**config.mk**
```make
export PLATFORM = sky130hd
export DESIGN_NAME = clk_div
export DESIGN_NICKNAME = d
export VERILOG_FILES = /design/src/rtl/clk_div.sv
export SDC_FILE = /design/constraint.sdc
export NUM_CORES = 1
export LEC_CHECK = 0
export CAP_MARGIN = 20
export CORE_ASPECT_RATIO = 1.2
export CORE_MARGIN = 2
export CORE_UTILIZATION = 30
export DETAILED_ROUTE_END_ITERATION = 16
export GPL_TIMING_DRIVEN = 0
export PLACE_DENSITY_LB_ADDON = 0.3
export SYNTH_ARGS = -nofsm -noshare
export SYNTH_HDL_FRONTEND = slang
export SYNTH_SLANG_ARGS = --single-unit
```
**constraint.sdc**
```tcl
create_clock -name ref_clk -period 2.8 [get_ports ref_clk]
set_clock_uncertainty 0.1 [all_clocks]
set_input_delay 0.28 -clock ref_clk [delete_from_list [all_inputs] [get_ports ref_clk]]
set_output_delay 0.28 -clock ref_clk [all_outputs]
set_load 0.05 [all_outputs]
```
**src/rtl/clk_div.sv**
```systemverilog
// Programmable integer clock divider with glitch-free ratio changes applied only at period boundaries.
// Optional lock detector enabled by defining CLK_DIV_LOCK_EN; otherwise locked simply follows reset.
module clk_div #(
  parameter int WIDTH        = 8,
  parameter int DEFAULT_DIV  = 4,
  parameter int LOCK_PERIODS = 2
) (
  input  logic             ref_clk,
  input  logic             rst,
  input  logic [WIDTH-1:0] div_val,
  input  logic             div_load,
  output logic             div_pending,
  output logic             div_ack,
  output logic             div_err,
  output logic             out_clk,
  output logic             rise_tick,
  output logic             locked
);

  logic [WIDTH-1:0] cnt;
  logic [WIDTH-1:0] n_act;
  logic [WIDTH-1:0] n_pend;
  logic             started;

  logic             period_start;
  logic             apply;
  logic             accept;
  logic             reject;
  logic [WIDTH-1:0] cnt_inc;
  logic [WIDTH-1:0] hi_cnt;

  // The first edge after reset always opens a period, regardless of the counter.
  always_comb begin
    period_start = !started || (cnt == n_act - 1'b1);
    apply        = period_start && div_pending;
    accept       = div_load && !div_pending && (div_val >= WIDTH'(2));
    reject       = div_load && !div_pending && (div_val <  WIDTH'(2));
    cnt_inc      = cnt + 1'b1;
    hi_cnt       = n_act - (n_act >> 1);
  end

  // NOTE: sequential state uses non-blocking assignments so every flop samples pre-edge values.
  always_ff @(posedge ref_clk or posedge rst) begin
    if (rst) begin
      // NOTE: every flop, including the captured ratio, is reset so a pending load is discarded.
      cnt         <= '0;
      n_act       <= WIDTH'(DEFAULT_DIV);
      n_pend      <= '0;
      started     <= 1'b0;
      out_clk     <= 1'b0;
      rise_tick   <= 1'b0;
      div_ack     <= 1'b0;
      div_err     <= 1'b0;
      div_pending <= 1'b0;
    end else begin
      started   <= 1'b1;
      rise_tick <= period_start;
      div_ack   <= apply;
      div_err   <= reject;

      if (period_start) begin
        cnt     <= '0;
        out_clk <= 1'b1;
        if (apply) n_act <= n_pend;
      end else begin
        cnt     <= cnt_inc;
        out_clk <= (cnt_inc < hi_cnt);
      end

      // apply needs div_pending=1 and accept needs div_pending=0, so they never collide.
      if (apply) begin
        div_pending <= 1'b0;
      end else if (accept) begin
        div_pending <= 1'b1;
        n_pend      <= div_val;
      end
    end
  end

`ifdef CLK_DIV_LOCK_EN
  localparam int LCW = $clog2(LOCK_PERIODS + 2);

  logic [LCW-1:0] lock_cnt;

  // lock_cnt holds the number of periods started; a ratio change restarts at period 1.
  always_ff @(posedge ref_clk or posedge rst) begin
    if (rst) begin
      lock_cnt <= '0;
      locked   <= 1'b0;
    end else if (apply) begin
      lock_cnt <= LCW'(1);
      locked   <= 1'b0;
    end else if (period_start && !locked) begin
      lock_cnt <= lock_cnt + 1'b1;
      if (lock_cnt == LCW'(LOCK_PERIODS)) locked <= 1'b1;
    end
  end
`else
  assign locked = !rst;
`endif

endmodule

```
==> results_dict.tcl, run 1 <==
set metrics [dict create \
    hold_class "primary input to async pin" \
    critPathSlowestCell "dfstp_2" \
    vias_per_cell 4.409 \
    overflow 0 \
    die_area_mm2 0.007065 \
    cts_tree "done" \
    pwr-share-comb_pct 59.4 \
    synth_top_area_share_pct 37.76 \
    rr_endpoint "out_clk" \
    grt_pass1_wl_mm 5.761 \
    grt_pass1_vias 1271 \
    final_cell_mix "dfrtp_1 (27), ha_1 (21), clkdlybuf4s50_1 (16)" \
    drive_gt1_share_pct 25.26 \
    drv_slew 0 \
    power-per-cell-area_mw_per_mm2 1101 \
    pin_count 17 \
    swShare_pct 39.32 \
    cp-start-kind "flop" \
    die-width_um 77.07 \
    yosysWarnings 0 \
    syn_area_mm2 0.001922 \
    internal_power_mw 1.619 \
    crit_fanout 4 \
    reg2reg_slack_ns 0.15 \
    num_vias 1217 \
    finalPower_mw 2.668 \
    drt_iter0_markers 14 \
    ys_top_cells_by_area "dfrtp_1 (38%), ha_1 (15%), mux2_4 (6.3%), xnor2_1 (5.9%), xor2_1 (5.0%)" \
    r2r_cells 11 \
    ys_seq_elements 30 \
    yosysTopAreaCell "dfrtp_1" \
    drtAntennaViolNets 0 \
    drt-total-wl_mm 3.337 \
    ys_types 39 \
    maxCapViolCount 0 \
    worstReg2RegStart "n_act[2]" \
    fmax_ghz 0.3774 \
    pwr-share-clk_pct 15.7 \
    worstPathCellList "inv_2 > ha_4 > o21ba_4 > o21ai_4 > a221oi_2 > buf_4 > xnor2_1 > ha_1 > a2111oi_4 > o21ai_1 > o211ai_1" \
    firstDrtPassIters 2 \
    track_usage_pct 10.30 \
    cts_buffers 5 \
    cts_sinks 30 \
    synth_nets 201 \
    drc 0 \
    io_buffers 16 \
    coreArea_mm2 0.006128 \
    path_class "flop to flop" \
    start_util_pct 31.36 \
    yosysSeqAreaShare_pct 39.13 \
    rows 31 \
    final_hold_viol_count 0 \
    nNetsFinal 228 \
    diodes 0 \
    gp_congestion 0.7202 \
    worstPathArrival_ns 2.74 \
    critical_path_required_ns 2.89 \
    irDropWorstVdd_v 0.0004818 \
    min_period_over_period_pct 94.63 \
    utilization_pct 39.55 \
    setup_tns_ns 0 \
    relSlewSlack_pct 66.35 \
    switchingPower_mw 1.049 \
    syn2layout_area_growth_pct 26.11 \
    tightest_slew_ns 0.5032 \
    setup_viol 0 \
    avgSynthCellArea_um2 11.58 \
    dpl.cell_count 265 \
    p_leak_nw 1.117 \
    instances_no_fill 276 \
    antenna_found_initial 0 \
    grt_max_degree 23 \
    dp_hpwl_mm 2.731 \
    synth_cells 166 \
    slowest_delay_ns 0.55 \
    clk_latency_ns 0.27 \
    status "finished, final reports clean" \
    hold_buffers 0 \
    cp-end-kind "flop" \
    path_clk_slew_ns 0.06 \
    die_h_um 91.68 \
    layout_commonest_cell "dfrtp_1" \
    cts_buffer_depth 2 \
    wire_per_inst_um 12.09 \
    period_needed_ns 2.650 \
    cts_htree_levels 2 \
    seq_power_share_pct 24.9 \
    root_buffer "clkbuf_8" \
    timing.hold.ws_ns 0.2126 \
]
==> metrics by stage <==
step           setup slack [ns]  cell area [um^2]
2_1_floorplan           0.09433              1922
3_3_place_gp            -0.2869              2185
3_5_place_dp            -0.2984              2212
4_1_cts                 0.01009              2352
5_1_grt                -0.03301              2424
6_report                 0.1504              2424
==> layer usage <==
metal | up-vias | global-route usage, % | part of all wire (%)
met1 | 582 | 11.43 | 42
met2 | 20 | 19.37 | 54
li1 | 611 | - | -
met4 | 0 | 3.571 | 1.3
met3 | 4 | 2.067 | 2.5
met5 | - | 0 | 0
==> power by group through the flow <==
stage | clock (mW) | sequential [mW] | combinational, mW
final | 0.419 | 0.664 | 1.58
after global routing | 0.450 | 0.684 | 1.76
after CTS | 0.432 | 0.670 | 1.46
after detailed placement | 0 | 0.685 | 1.34
after global placement | 0 | 0.680 | 1.32
after floorplan | 0 | 0.665 | 1.06
==> worst max-delay path by stage <==
stage | start | end | cells after the start
floorplan | n_act[2] | out_clk | 12
global placement | n_act[2] | out_clk | 12
detailed placement | n_act[2] | out_clk | 12
CTS | n_act[2] | out_clk | 12
global route | n_act[0] | out_clk | 14
finish | n_act[2] | out_clk | 11
==> worst max-delay path, delay by kind of cell (launching register included) <==
| family | cells | cell delay, ns |
|---|---|---|
| buf+inv | 2 | 0.24 |
| flops | 1 | 0.55 |
| xor+xnor | 1 | 0.12 |
| fa+ha+maj | 2 | 0.57 |
| compound gates | 6 | 1.00 |
==> cell usage after synthesis <==
master / n
and3_1: 1
nand2_1: 4
and2b_4: 1
ha_1: 23
xnor2_2: 1
conb_1: 1
and2_1: 5
or4_1: 2
a21boi_0: 3
nand3_1: 3
dfrtp_1: 29
o211ai_1: 1
xnor2_1: 13
inv_1: 15
a21oi_1: 4
nand2b_1: 3
inv_6: 1
a31oi_1: 1
o41a_4: 1
o21a_1: 1
fa_1: 1
xor2_1: 11
a21o_1: 1
mux2_4: 8
o21ba_2: 1
buf_6: 1
a2111oi_0: 1
nand4_1: 1
nor2b_1: 1
and2_2: 2
nand3b_1: 1
nand2_8: 1
mux2_2: 8
nor2_1: 7
a221oi_1: 1
dfstp_2: 1
o21bai_1: 1
nor3_1: 1
o21ai_0: 4
==> state kept, by name, summed over array words and instances, names as in the netlist <==
signal and cells:
cnt 8, div_ack 1, div_err 1, div_pending 1, n_act 8, n_pend 8
out_clk 1, rise_tick 1, started 1
==> cell type report <==
| type | instances | area (um^2) |
|---|---|---|
| fillers | 639 | 3705 |
| multi-input cells | 119 | 1171 |
| flip-flops and latches | 30 | 754.5 |
| repair buffers | 20 | 210.2 |
| well taps | 82 | 102.6 |
| clock buffers | 5 | 68.82 |
| inverters | 16 | 65.06 |
| clock inverters | 3 | 40.04 |
| plain buffers | 1 | 11.26 |
==> what timing repair did <==
action,CTS,global route
pin swaps,2,3
setup buffers,2,1
resized for setup,6,12
endpoints found under the setup margin,1,1
==> cell families (layout without fill, tap and decap cells) <==
group	count (synthesis)	after routing	synth area share, %
other	1	1	0.1951
multiplexers	16	16	10.94
XOR/XNOR	25	25	11.78
AND/OR/NAND/NOR	33	33	10.29
AO/OA/AOI/OAI	20	20	7.683
buffers and inverters	17	45	3.971
adder cells (fa/ha/maj)	24	24	16.02
flip-flops	30	30	39.13
(Power assumes the default switching activity.)
==> run 2: changes to the inputs <==
Settings changed: CELL_PAD_IN_SITES_DETAIL_PLACEMENT set to 1, CELL_PAD_IN_SITES_GLOBAL_PLACEMENT set to 1, PLACE_DENSITY set to 0.56, PLACE_DENSITY_LB_ADDON 0.3 to unset.
==> results_dict.tcl, run 2 (synthesis gave the netlist of run 1 again) <==
set metrics [dict create \
    dp_hpwl_mm 3.183 \
    wire_per_inst_um 14.31 \
    hold_class "primary input to async pin" \
    vias_per_cell 4.627 \
    path_clk_slew_ns 0.07 \
    diodes 0 \
    r2r_cells 13 \
    status "finished, final reports clean" \
    die-width_um 77.07 \
    power-per-cell-area_mw_per_mm2 1111 \
    layout_commonest_cell "dfrtp_1" \
    irDropWorstVdd_v 0.0003539 \
    setup_ws_ns 0.1712 \
    cts_buffers 5 \
    cts_sinks 30 \
    die_area_mm2 0.007065 \
    antenna_found_initial 0 \
    path_class "flop to flop" \
    reg2reg_slack_ns 0.17 \
    placed_area_mm2 0.002212 \
    syn2layout_area_growth_pct 27.80 \
    final_hold_viol_count 0 \
    cp-start-kind "flop" \
    root_buffer "clkbuf_8" \
    maxCapViolCount 0 \
    drv_slew 0 \
    tightest_slew_ns 0.5088 \
    coreArea_mm2 0.006128 \
    grt_pass1_vias 1489 \
    firstDrtPassIters 3 \
    worstReg2RegStart "n_act[0]" \
    cts_tree "done" \
    utilization_pct 40.08 \
    drc 0 \
    rsz0062_at_grt "false" \
    start_util_pct 31.36 \
    drive_gt1_share_pct 28.43 \
    clk_latency_ns 0.28 \
    relSlewSlack_pct 65.97 \
    rows 31 \
    p_leak_nw 1.123 \
    grt_max_degree 23 \
    cp-end-kind "flop" \
    period_needed_ns 2.629 \
    drtAntennaViolNets 0 \
    final_cell_mix "dfrtp_1 (27), ha_1 (18), clkdlybuf4s50_1 (16)" \
    track_usage_pct 12.35 \
    final_area_mm2 0.002456 \
    drt-total-wl_mm 3.992 \
    io_buffers 16 \
    num_vias 1291 \
    crit_fanout 3 \
    worstPathArrival_ns 2.72 \
    drt_iter0_markers 11 \
    cts_buffer_depth 2 \
    overflow 0 \
    die_h_um 91.68 \
    cts_htree_levels 2 \
    grt_pass1_wl_mm 6.824 \
    reg_top3 "cnt: 8 flops, n_act: 8 flops, n_pend: 8 flops" \
    rr_endpoint "out_clk" \
    nFillCells 685 \
    gp_congestion 0.7362 \
    finalPower_mw 2.730 \
    pin_count 17 \
    min_period_over_period_pct 93.89 \
    setup_viol 0 \
    critical_path_required_ns 2.89 \
    fmax_ghz 0.3804 \
    nNetsFinal 231 \
    place_ws_ns -0.3385 \
]
## run 2: metrics by stage
step | hold slack, ns | setup TNS, ns | cells
detailed placement | 0.3982 | -0.3385 | 265
floorplan | 0.3299 | 0 | 166
global route | 0.2363 | 0 | 279
global placement | 0.3905 | -0.4104 | 264
finish | 0.2064 | 0 | 279
CTS | 0.2163 | 0 | 275
## run 2: routing by layer
layer	part of all wire, %	global-route usage, %	vias up	wire [um]
met1	40	12.87	646	1595
met3	2.2	1.772	7	86
met5	0	0	-	0
met4	1.9	5.208	0	76
li1	-	-	618	-
met2	56	24.27	20	2234
## run 2: layout make-up
type / instances / area (um^2) / share of cell area [%]
Multi-Input combinational cell: 119 / 1196 / 48.70
Timing Repair Buffer: 23 / 232.7 / 9.475
Buffer: 1 / 11.26 / 0.4585
Sequential cell: 30 / 754.5 / 30.72
Tap cell: 82 / 102.6 / 4.177
Clock buffer: 7 / 86.33 / 3.515
Clock inverter: 1 / 5.005 / 0.2038
Inverter: 16 / 67.56 / 2.751
## run 2: worst max path at each step
stage	end	depth (start not counted)	from	slack, ns
6_report	out_clk	13	n_act[0]	0.17
5_1_grt	out_clk	14	n_act[0]	0.001
4_1_cts	out_clk	12	n_act[2]	0.02
3_3_place_gp	out_clk	12	n_act[2]	-0.30
3_5_place_dp	out_clk	12	n_act[2]	-0.34
2_1_floorplan	out_clk	12	n_act[2]	0.09
## run 2: critical path, cell delays in order, from the launching register on
cell and delay (ns):
dfrtp_2 0.42, inv_2 0.09, ha_4 0.14, inv_1 0.05, fa_2 0.35, nand2b_1 0.11, a21oi_2 0.07, o21ai_1 0.15
a21oi_1 0.08, nor2_1 0.14, xor2_1 0.20, ha_2 0.30, o21a_1 0.18, o211ai_1 0.17
## run 2: report_power, final
group | leakage (nW) | internal [mW] | total (mW) | switching [mW]
clock network | 0.0482 | 0.198 | 0.351 | 0.153
logic | 0.711 | 0.864 | 1.70 | 0.840
registers | 0.364 | 0.546 | 0.674 | 0.128
## run 2: repair_timing
item | 4_1_cts | 5_1_grt
pin swaps | 2 | 10
hold buffers | 0 | 0
resized for setup | 8 | 16
setup buffers | 2 | 4
endpoints found under the setup margin | 1 | 1
==> run 3: changes to the inputs <==
Settings changed: SETUP_SLACK_MARGIN set to 0.5, SKIP_LAST_GASP set to 1.
==> results_dict.tcl, run 3 (synthesis gave the netlist of run 1 again) <==
set metrics [dict create \
    dpl.cell_count 265 \
    grt_max_degree 17 \
    pin_count 17 \
    gp_congestion 0.7223 \
    drt-total-wl_mm 4.378 \
    status "finished, final reports clean" \
    rsz0062_at_grt "true" \
    track_usage_pct 13.95 \
    placed_area_mm2 0.002255 \
    nFillCells 697 \
    root_buffer "clkbuf_8" \
    cts_buffers 5 \
    drive_gt1_share_pct 33.66 \
    start_util_pct 31.36 \
    setup_tns_ns 0 \
    setup_ws_ns 0.1872 \
    io_buffers 16 \
    cp-end-kind "flop" \
    dp_hpwl_mm 3.246 \
    fmax_ghz 0.3827 \
    crit_buf_inv 2 \
    cts_tree "done" \
    p_leak_nw 1.128 \
    layout_commonest_cell "dfrtp_1" \
    num_vias 1302 \
    place_ws_ns 0.03355 \
    pwr-share-clk_pct 12.7 \
    relSlewSlack_pct 66.49 \
    r2r_cells 11 \
    overflow 0 \
    wire_per_inst_um 15.42 \
    drt_iter0_markers 17 \
    seq_power_share_pct 24.6 \
    worstPathArrival_ns 2.70 \
    maxCapViolCount 0 \
    regArea_um2 757.0 \
    die_area_mm2 0.007065 \
    setup_viol 0 \
    instances_no_fill 284 \
    cp-start-kind "flop" \
    grt_pass1_wl_mm 7.707 \
    crit_fanout 4 \
    diodes 0 \
    nNetsFinal 236 \
    finalPower_mw 2.770 \
    firstDrtPassIters 3 \
    grt_pass1_vias 1558 \
    cts_htree_levels 2 \
    drv_slew 0 \
    tightest_slew_ns 0.5011 \
    rows 31 \
    coreArea_mm2 0.006128 \
    timing.hold.ws_ns 0.2950 \
    slowest_delay_ns 0.58 \
    final_cell_mix "dfrtp_1 (25), ha_1 (17), clkdlybuf4s50_1 (16)" \
    switchingPower_mw 1.128 \
    drtAntennaViolNets 0 \
    antenna_found_initial 0 \
    cp_top_family "compound AO/OA/AOI/OAI gates" \
    utilization_pct 40.77 \
    cts_buffer_depth 2 \
    internal_power_mw 1.643 \
    min_period_over_period_pct 93.31 \
    critPathSlowestCell "dfstp_2" \
    die-width_um 77.07 \
    critical_path_required_ns 2.89 \
    power-per-cell-area_mw_per_mm2 1109 \
    final_area_mm2 0.002499 \
    syn2layout_area_growth_pct 30.01 \
    worstPathCellList "inv_4 > ha_4 > o21ba_4 > o21ai_4 > a221oi_2 > buf_4 > xnor2_1 > ha_1 > a2111oi_2 > o21ai_1 > o211ai_1" \
    path_class "flop to flop" \
    period_needed_ns 2.613 \
    cts_sinks 30 \
    swShare_pct 40.70 \
    multi_input_area_mm2 0.001196 \
    final_hold_viol_count 0 \
    pwr-share-comb_pct 62.7 \
    hold_class "primary input to async pin" \
    irDropWorstVdd_v 0.0004108 \
    die_h_um 91.68 \
    drc 0 \
    path_clk_slew_ns 0.06 \
    reg_top3 "cnt: 8 flops, n_act: 8 flops, n_pend: 8 flops" \
    vias_per_cell 4.585 \
    cp.depth 11 \
    hold_buffers 0 \
    clk_latency_ns 0.28 \
]
## run 3: power groups by stage
stage               Clock (mW)  Combinational, mW  Sequential [mW]
finish                   0.351               1.74            0.682
CTS                      0.368               1.68            0.681
global placement             0               1.42            0.687
floorplan                    0               1.15            0.670
global route             0.391               1.96            0.706
detailed placement           0               1.48            0.695
## run 3: routing by layer
metal	up-vias	track usage, %	wire, um
li1	631	-	-
met1	645	15.16	1688
met2	19	27.12	2528
met3	7	1.772	80
met4	0	5.357	81
met5	-	0	0
## run 3: worst min-delay path, cell delays in order
cell             delay [ns]
clkdlybuf4s50_1        0.45
clkinvlp_4             0.13
buf_16                 0.15
## run 3: cell type report
cell class	count	share of cell area (%)
multi-input cells	120	47.87
flip-flops and latches	30	30.30
repair buffers	27	10.67
well taps	82	4.106
clock buffers	7	3.455
inverters	16	2.954
plain buffers	1	0.4507
clock inverters	1	0.2003
## run 3: worst paths after layout
path	startpoint	endpoint	slack, ns
worst max-delay path	n_act[2]	out_clk	0.19
worst min-delay path	rst	n_pend[7]	0.30
worst max register to register	n_act[2]	out_clk	0.19
worst min register to register	n_pend[0]	n_act[0]	0.41
max in group asynchronous	rst	n_act[5]	2.05
min in group ref_clk	n_pend[0]	n_act[0]	0.41
## run 3: repair_timing
item,in CTS,in global routing
setup buffers,6,3
pin swaps,7,6
setup endpoints to repair,13,18
gates cloned,2,0
gates resized for setup,16,8
